## src/rtl/per_master_arbiter.sv

```systemverilog
// per_master_arbiter: round-robin share of one peripheral master port.
// Define PER_ARB_FIXED_PRIO_EN for fixed priority (index 0 highest).
module per_master_arbiter #(
  parameter int NUM_IN          = 3,
  parameter int ADDR_WIDTH      = 32,
  parameter int DATA_WIDTH      = 32,
  parameter int MAX_OUTSTANDING = 4
) (
  input  logic                           clk_i,
  input  logic                           rst_i,
  input  logic [NUM_IN-1:0]              slv_req_i,
  input  logic [NUM_IN*ADDR_WIDTH-1:0]   slv_add_i,
  input  logic [NUM_IN-1:0]              slv_wen_i,
  input  logic [NUM_IN*DATA_WIDTH-1:0]   slv_wdata_i,
  input  logic [NUM_IN*DATA_WIDTH/8-1:0] slv_be_i,
  output logic [NUM_IN-1:0]              slv_gnt_o,
  output logic [NUM_IN-1:0]              slv_r_valid_o,
  output logic [DATA_WIDTH-1:0]          slv_r_rdata_o,
  output logic                           slv_r_opc_o,
  output logic                           per_req_o,
  output logic [ADDR_WIDTH-1:0]          per_add_o,
  output logic                           per_wen_o,
  output logic [DATA_WIDTH-1:0]          per_wdata_o,
  output logic [DATA_WIDTH/8-1:0]        per_be_o,
  input  logic                           per_gnt_i,
  input  logic                           per_r_valid_i,
  input  logic [DATA_WIDTH-1:0]          per_r_rdata_i,
  input  logic                           per_r_opc_i,
  output logic                           busy_o,
  output logic                           err_o
);

  localparam int BW = DATA_WIDTH / 8;
  localparam int IW = $clog2(NUM_IN);
  localparam int PW = $clog2(MAX_OUTSTANDING);
  localparam int CW = PW + 1;

  logic [ADDR_WIDTH-1:0] add_a   [NUM_IN];
  logic [DATA_WIDTH-1:0] wdata_a [NUM_IN];
  logic [BW-1:0]         be_a    [NUM_IN];

  for (genvar g = 0; g < NUM_IN; g++) begin : g_unpack
    assign add_a[g]   = slv_add_i[g*ADDR_WIDTH +: ADDR_WIDTH];
    assign wdata_a[g] = slv_wdata_i[g*DATA_WIDTH +: DATA_WIDTH];
    assign be_a[g]    = slv_be_i[g*BW +: BW];
  end

  logic [IW-1:0] mem [MAX_OUTSTANDING];
  logic [PW-1:0] wr_ptr;
  logic [PW-1:0] rd_ptr;
  logic [CW-1:0] cnt;
  logic          fifo_full;
  logic          fifo_empty;
  logic          hs;
  logic          pop;
  logic          found;
  logic [IW-1:0] win;
  logic [IW-1:0] cand;
  int            idx;

`ifndef PER_ARB_FIXED_PRIO_EN
  logic [IW-1:0] rr_ptr;
`endif

  assign fifo_full  = (cnt == CW'(MAX_OUTSTANDING));
  assign fifo_empty = (cnt == '0);

  // pick first requester at/after the priority pointer
  always_comb begin
    found = 1'b0;
    win   = '0;
    idx   = 0;
    cand  = '0;
    for (int i = 0; i < NUM_IN; i++) begin
`ifdef PER_ARB_FIXED_PRIO_EN
      idx = i;
`else
      idx = int'(rr_ptr) + i;
      if (idx >= NUM_IN) idx = idx - NUM_IN;
`endif
      cand = IW'(idx);
      if (!found && slv_req_i[cand]) begin
        found = 1'b1;
        win   = cand;
      end
    end
  end

  assign per_req_o = found & ~fifo_full;
  assign hs        = per_req_o & per_gnt_i;
  assign pop       = per_r_valid_i & ~fifo_empty;

  // steer winner payload to the master port
  always_comb begin
    per_add_o   = '0;
    per_wen_o   = 1'b0;
    per_wdata_o = '0;
    per_be_o    = '0;
    if (found) begin
      per_add_o   = add_a[win];
      per_wen_o   = slv_wen_i[win];
      per_wdata_o = wdata_a[win];
      per_be_o    = be_a[win];
    end
  end

  // grant back to winner, response to FIFO head
  always_comb begin
    slv_gnt_o     = '0;
    slv_r_valid_o = '0;
    if (hs)  slv_gnt_o[win] = 1'b1;
    if (pop) slv_r_valid_o[mem[rd_ptr]] = 1'b1;
  end

  assign slv_r_rdata_o = per_r_rdata_i;
  assign slv_r_opc_o   = per_r_opc_i;
  assign busy_o        = ~fifo_empty | (|slv_req_i);

  // ID storage, no reset needed: guarded by cnt
  always_ff @(posedge clk_i) begin
    if (hs) mem[wr_ptr] <= win;
  end

  // pointers, occupancy, sticky error, rr pointer
  always_ff @(posedge clk_i) begin
    if (rst_i) begin
      wr_ptr <= '0;
      rd_ptr <= '0;
      cnt    <= '0;
      err_o  <= 1'b0;
`ifndef PER_ARB_FIXED_PRIO_EN
      rr_ptr <= '0;
`endif
    end else begin
      if (hs) begin
        wr_ptr <= wr_ptr + 1'b1;
`ifndef PER_ARB_FIXED_PRIO_EN
        rr_ptr <= (win == IW'(NUM_IN - 1)) ? '0 : win + 1'b1;
`endif
      end
      if (pop) rd_ptr <= rd_ptr + 1'b1;
      if (hs && !pop) cnt <= cnt + 1'b1;
      else if (pop && !hs) cnt <= cnt - 1'b1;
      if (per_r_valid_i && fifo_empty) err_o <= 1'b1;
    end
  end

endmodule

```

## config.mk

```make
export PLATFORM = sky130hd
export DESIGN_NAME = per_master_arbiter
export DESIGN_NICKNAME = d
export VERILOG_FILES = /design/src/rtl/per_master_arbiter.sv
export SDC_FILE = /design/constraint.sdc
export NUM_CORES = 1
export LEC_CHECK = 0
export CORE_AREA = 2 2 140 142
export CTS_CLUSTER_DIAMETER = 80
export CTS_CLUSTER_SIZE = 30
export DETAILED_ROUTE_END_ITERATION = 10
export DIE_AREA = 0 0 142 144
export GPL_ROUTABILITY_DRIVEN = 0
export SLEW_MARGIN = 20
export SYNTH_ARGS = -nofsm -noshare
export SYNTH_HDL_FRONTEND = slang
export SYNTH_SLANG_ARGS = --single-unit
```

## constraint.sdc

```tcl
create_clock -name clk_i -period 4.75 [get_ports clk_i]
set_input_delay 0.95 -clock clk_i [delete_from_list [all_inputs] [get_ports clk_i]]
set_output_delay 0.95 -clock clk_i [all_outputs]
set_load 0.03 [all_outputs]
```

==> out/results.md, run 1 <==
### Clocking
• 0.25 ns — Clk Latency, worst-skew pair
• 0.05 ns — register clock-pin slew on the reported worst setup and hold paths
• sky130_fd_sc_hd__clkbuf_16 — cell at the root of the clock tree
• 1 — H-tree depth
• 3 — number of buffers added by the clock tree synthesis step
• built — TritonCTS clock tree
• 0 — cts hold-fix bufs
• 20 — CTS Sinks
• 2 — clk buf depth

### Timing
• false — RSZ-0062 raised after global routing
• 0.110 ns — minimum setup slack in the final design
• 97.7% — Tcrit/Tclk final
• 0 — endpoints failing hold
• 4.64 ns — min Tclk post-route
• 0.216 GHz — max frequency
• 0.510 ns — worst-case hold slack
• 0 — final setup violation count
• 0.00267 ns — Post-Route Skew
• 70.4% — relative slew slack
• 0 ns — setup TNS after final layout
• 0.439 ns — pin slew with the least headroom to its limit
• 0 — Pins Over Slew Limit

### Pwr
• 2.22 nW — Static Leak
• 0.521 mV — peak supply drop
• 2.54 mW — internal cell power
• 2.9% — portion of total power attributed to the clock network
• 3.40 mW — Psw
• 57.2% — Switching Fraction
• 5.0% — Seq pwr share
• 1050 mW/mm^2 — ratio of total power to cell area
• 5.94 mW — Overall Power
• 92.1% — combinational share of power

### Synthesis
• 17.8% — share of the yosys chip area belonging to registers
• sky130_fd_sc_hd__a22oi_1 19%, sky130_fd_sc_hd__a21oi_1 13%, sky130_fd_sc_hd__nand2_1 10% — most area-consuming cells after synthesis
• 635 — Syn Nets
• 20 — flip-flop and latch count after synthesis
• 19.2% — portion of synthesized cell area occupied by the leading cell type
• 0.00270 mm^2 — mapped cell area
• 378 — cell count after synthesis
• sky130_fd_sc_hd__a22oi_1 — library cell occupying the most area in the post-synthesis netlist
• 0 — number of synthesis warnings
• 0% — Async SR Flop Fraction
• 8 — Post-synth EDFFs
• sky130_fd_sc_hd__dfxtp_1 — dominant synthesized flop cell
• 36 — Yosys cell types
• 7.14 um^2 — mean instance size in the synthesized netlist

### Global route
• 19,100 um — first-pass GRT wire length
• 3,514 — via count of the first global-routing pass
• 41 — largest net degree at the start of global routing
• 11.7% — GR Util All Layers
• 0 — grt ovf
• 0 — number of antenna violations at the first check in global routing

### Placed design
• 10,600 um — DPL Wire Length
• 291 — number of buffer cells added on primary ports
• 853 — instance count after placement with tap cells included
• 0.00551 mm^2 — dpl cell area
• 0.0613 ns — pre-CTS setup slack

### Setup path
• sky130_fd_sc_hd__buf_12 — most prevalent standard cell on the critical path
• 13 — path depth of the worst reg2reg path
• 3.69 ns — Worst EP arrival
• 34 — biggest fanout along the worst timing path
• input pin — Setup crit start kind
• output port — sort of element at the end of the critical path
• input pin to output port — critical path start-end classification
• 0.43 ns — peak per-stage delay on the critical path
• 3.80 ns — required arrival time at the worst endpoint
• 11 — Critical Path Stages
• buffers and inverters — Top Family by Delay on Critical Path
• clkdlybuf4s50_1 -> buf_4 -> mux2_2 -> mux2_2 -> or3_1 -> a311oi_4 -> buf_12 -> buf_12 -> nand2_1 -> a21oi_1 -> buf_12 — series of cell instances along the critical path
• sky130_fd_sc_hd__or3_1 — cell type of the slowest stage on the worst timing path
• 5 — Worst Path Buf+Inv

### Die
• 358 — number of I/O pins
• 0.0204 mm^2 — die area
• 0.0191 mm^2 — core area
• 14.1% — Initial Utilization
• 142 um — floorplan die width
• 144 um — Die H
• 51 — number of core rows

### Finish
• 879 — # nets final
• 0 — number of antenna diodes
• 29.6% — core utilization of the finished layout
• sky130_fd_sc_hd__clkdlybuf4s50_1 — most common cell after layout, fill and taps aside
• 0.00564 mm^2 — summed area of non-filler cells in the final layout
• 220 x sky130_fd_sc_hd__clkdlybuf4s50_1, 74 x sky130_fd_sc_hd__nand2_1, 73 x sky130_fd_sc_hd__buf_4 — top library cells by usage in the layout, fill and taps aside
• 859 — number of cells in the finished layout apart from fillers
• 2,009 — number of fillers in the final layout
• 109% — Area growth syn-to-layout
• 16.3% — share of layout cells above drive strength 1

### Outcome
• completed — status

### Detailed routing
• 4.34 — via count normalized by instance count
• 4 — drt pass-1 iters
• 3,726 — via count
• 0 — count of antenna-violating nets left after detailed routing
• 201 — number of DRC markers after the initial detailed-route iteration
• 15.9 um — wire length per cell
• 0 — DRC errors left
• 13,700 um — total detailed-routing wirelength

### Run
• 0 — maxcap violations

### Hold path
• register to register — Hold Crit Class
• 2 — Hold Path Cell Cnt

power groups by stage:
stage | sequential, mW | clock (mW) | combinational [mW]
finish | 0.298 | 0.170 | 5.47
global route | 0.307 | 0.181 | 5.85
global placement | 0.301 | 0 | 5.35
detailed placement | 0.302 | 0 | 5.35
floorplan | 0.294 | 0 | 3.46
CTS | 0.299 | 0.176 | 5.36
worst reg2reg max path, stage by stage, from the launching register on:
cell and delay [ns]:
sky130_fd_sc_hd__dfxtp_1 0.39, sky130_fd_sc_hd__inv_1 0.08, sky130_fd_sc_hd__ha_1 0.38, sky130_fd_sc_hd__mux2i_1 0.18, sky130_fd_sc_hd__o21ai_0 0.39, sky130_fd_sc_hd__nor3_2 0.14, sky130_fd_sc_hd__nor2_1 0.16, sky130_fd_sc_hd__buf_4 0.22
sky130_fd_sc_hd__ha_1 0.20, sky130_fd_sc_hd__inv_1 0.06, sky130_fd_sc_hd__fa_1 0.38, sky130_fd_sc_hd__xor2_1 0.17, sky130_fd_sc_hd__or3_1 0.30, sky130_fd_sc_hd__a21oi_1 0.14
cells in the mapped netlist (3+ instances only):
master	count
sky130_fd_sc_hd__a21oi_1	72
sky130_fd_sc_hd__a22oi_1	69
sky130_fd_sc_hd__and2_1	7
sky130_fd_sc_hd__buf_4	33
sky130_fd_sc_hd__buf_6	7
sky130_fd_sc_hd__clkbuf_1	23
sky130_fd_sc_hd__dfxtp_1	12
sky130_fd_sc_hd__edfxtp_1	8
sky130_fd_sc_hd__ha_1	9
sky130_fd_sc_hd__inv_1	6
sky130_fd_sc_hd__mux2i_1	6
sky130_fd_sc_hd__nand2_1	74
sky130_fd_sc_hd__nor2_1	14
sky130_fd_sc_hd__nor2b_1	3
sky130_fd_sc_hd__nor3_1	3
sky130_fd_sc_hd__or3_1	3
sky130_fd_sc_hd__xor2_1	4
timing repair:
action	CTS	global route
gates resized for setup	0	2
endpoints found under the setup margin	0	15
buffers inserted	0	1
endpoints found under the hold margin	0	0
state kept, by name, summed over array words and instances (netlist names), named ones only:
signal / cells
cnt: 3
err_o: 1
mem: 8
rd_ptr: 2
rr_ptr: 2
wr_ptr: 2
final cells by class:
cell class              instances  area (um^2)  share of cell area [%]
well taps                     238          298                    5.28
multi-input cells             287         1790                    31.7
flip-flops and latches         20          480                    8.52
inverters                       6         22.5                   0.399
clock buffers                   4         78.8                    1.40
repair buffers                304         2980                    52.8
path summary, 6_finish.rpt:
check	to	slack, ns	startpoint
hold reg to reg	err_o	0.51	err_o
hold / removal	err_o	0.51	err_o
setup / recovery	per_add_o[21]	0.11	slv_req_i[0]
setup reg to reg	cnt[2]	1.49	rr_ptr[0]
metal layers:
| layer | GRT usage [%] | routed length [um] |
|---|---|---|
| met5 | 0 | 0 |
| met4 | 3.58 | 265 |
| met3 | 3.28 | 1270 |
| met2 | 19.6 | 6730 |
| met1 | 14.6 | 5400 |
logic make-up after synthesis:
family,Yosys count,synth area share (%)
AOI/OAI and AO/OA,146,34.5
xor gates and xnor gates,5,1.62
adders and majority gates,10,4.92
buffers and inverters,71,16.5
DFF,20,17.8
muxes,12,5.84
and+or+nand+nor,114,18.8
(Power assumes the default switching activity.)
==> inputs of run 2 (changes only) <==
--- a/config.mk
+++ b/config.mk
@@ -15,3 +15,4 @@
 export SYNTH_ARGS = -nofsm -noshare
 export SYNTH_HDL_FRONTEND = slang
 export SYNTH_SLANG_ARGS = --single-unit
+export TNS_END_PERCENT = 10
==> results of run 2 <==
No change in the layout: final DEF, timing and power equal those of run 1.
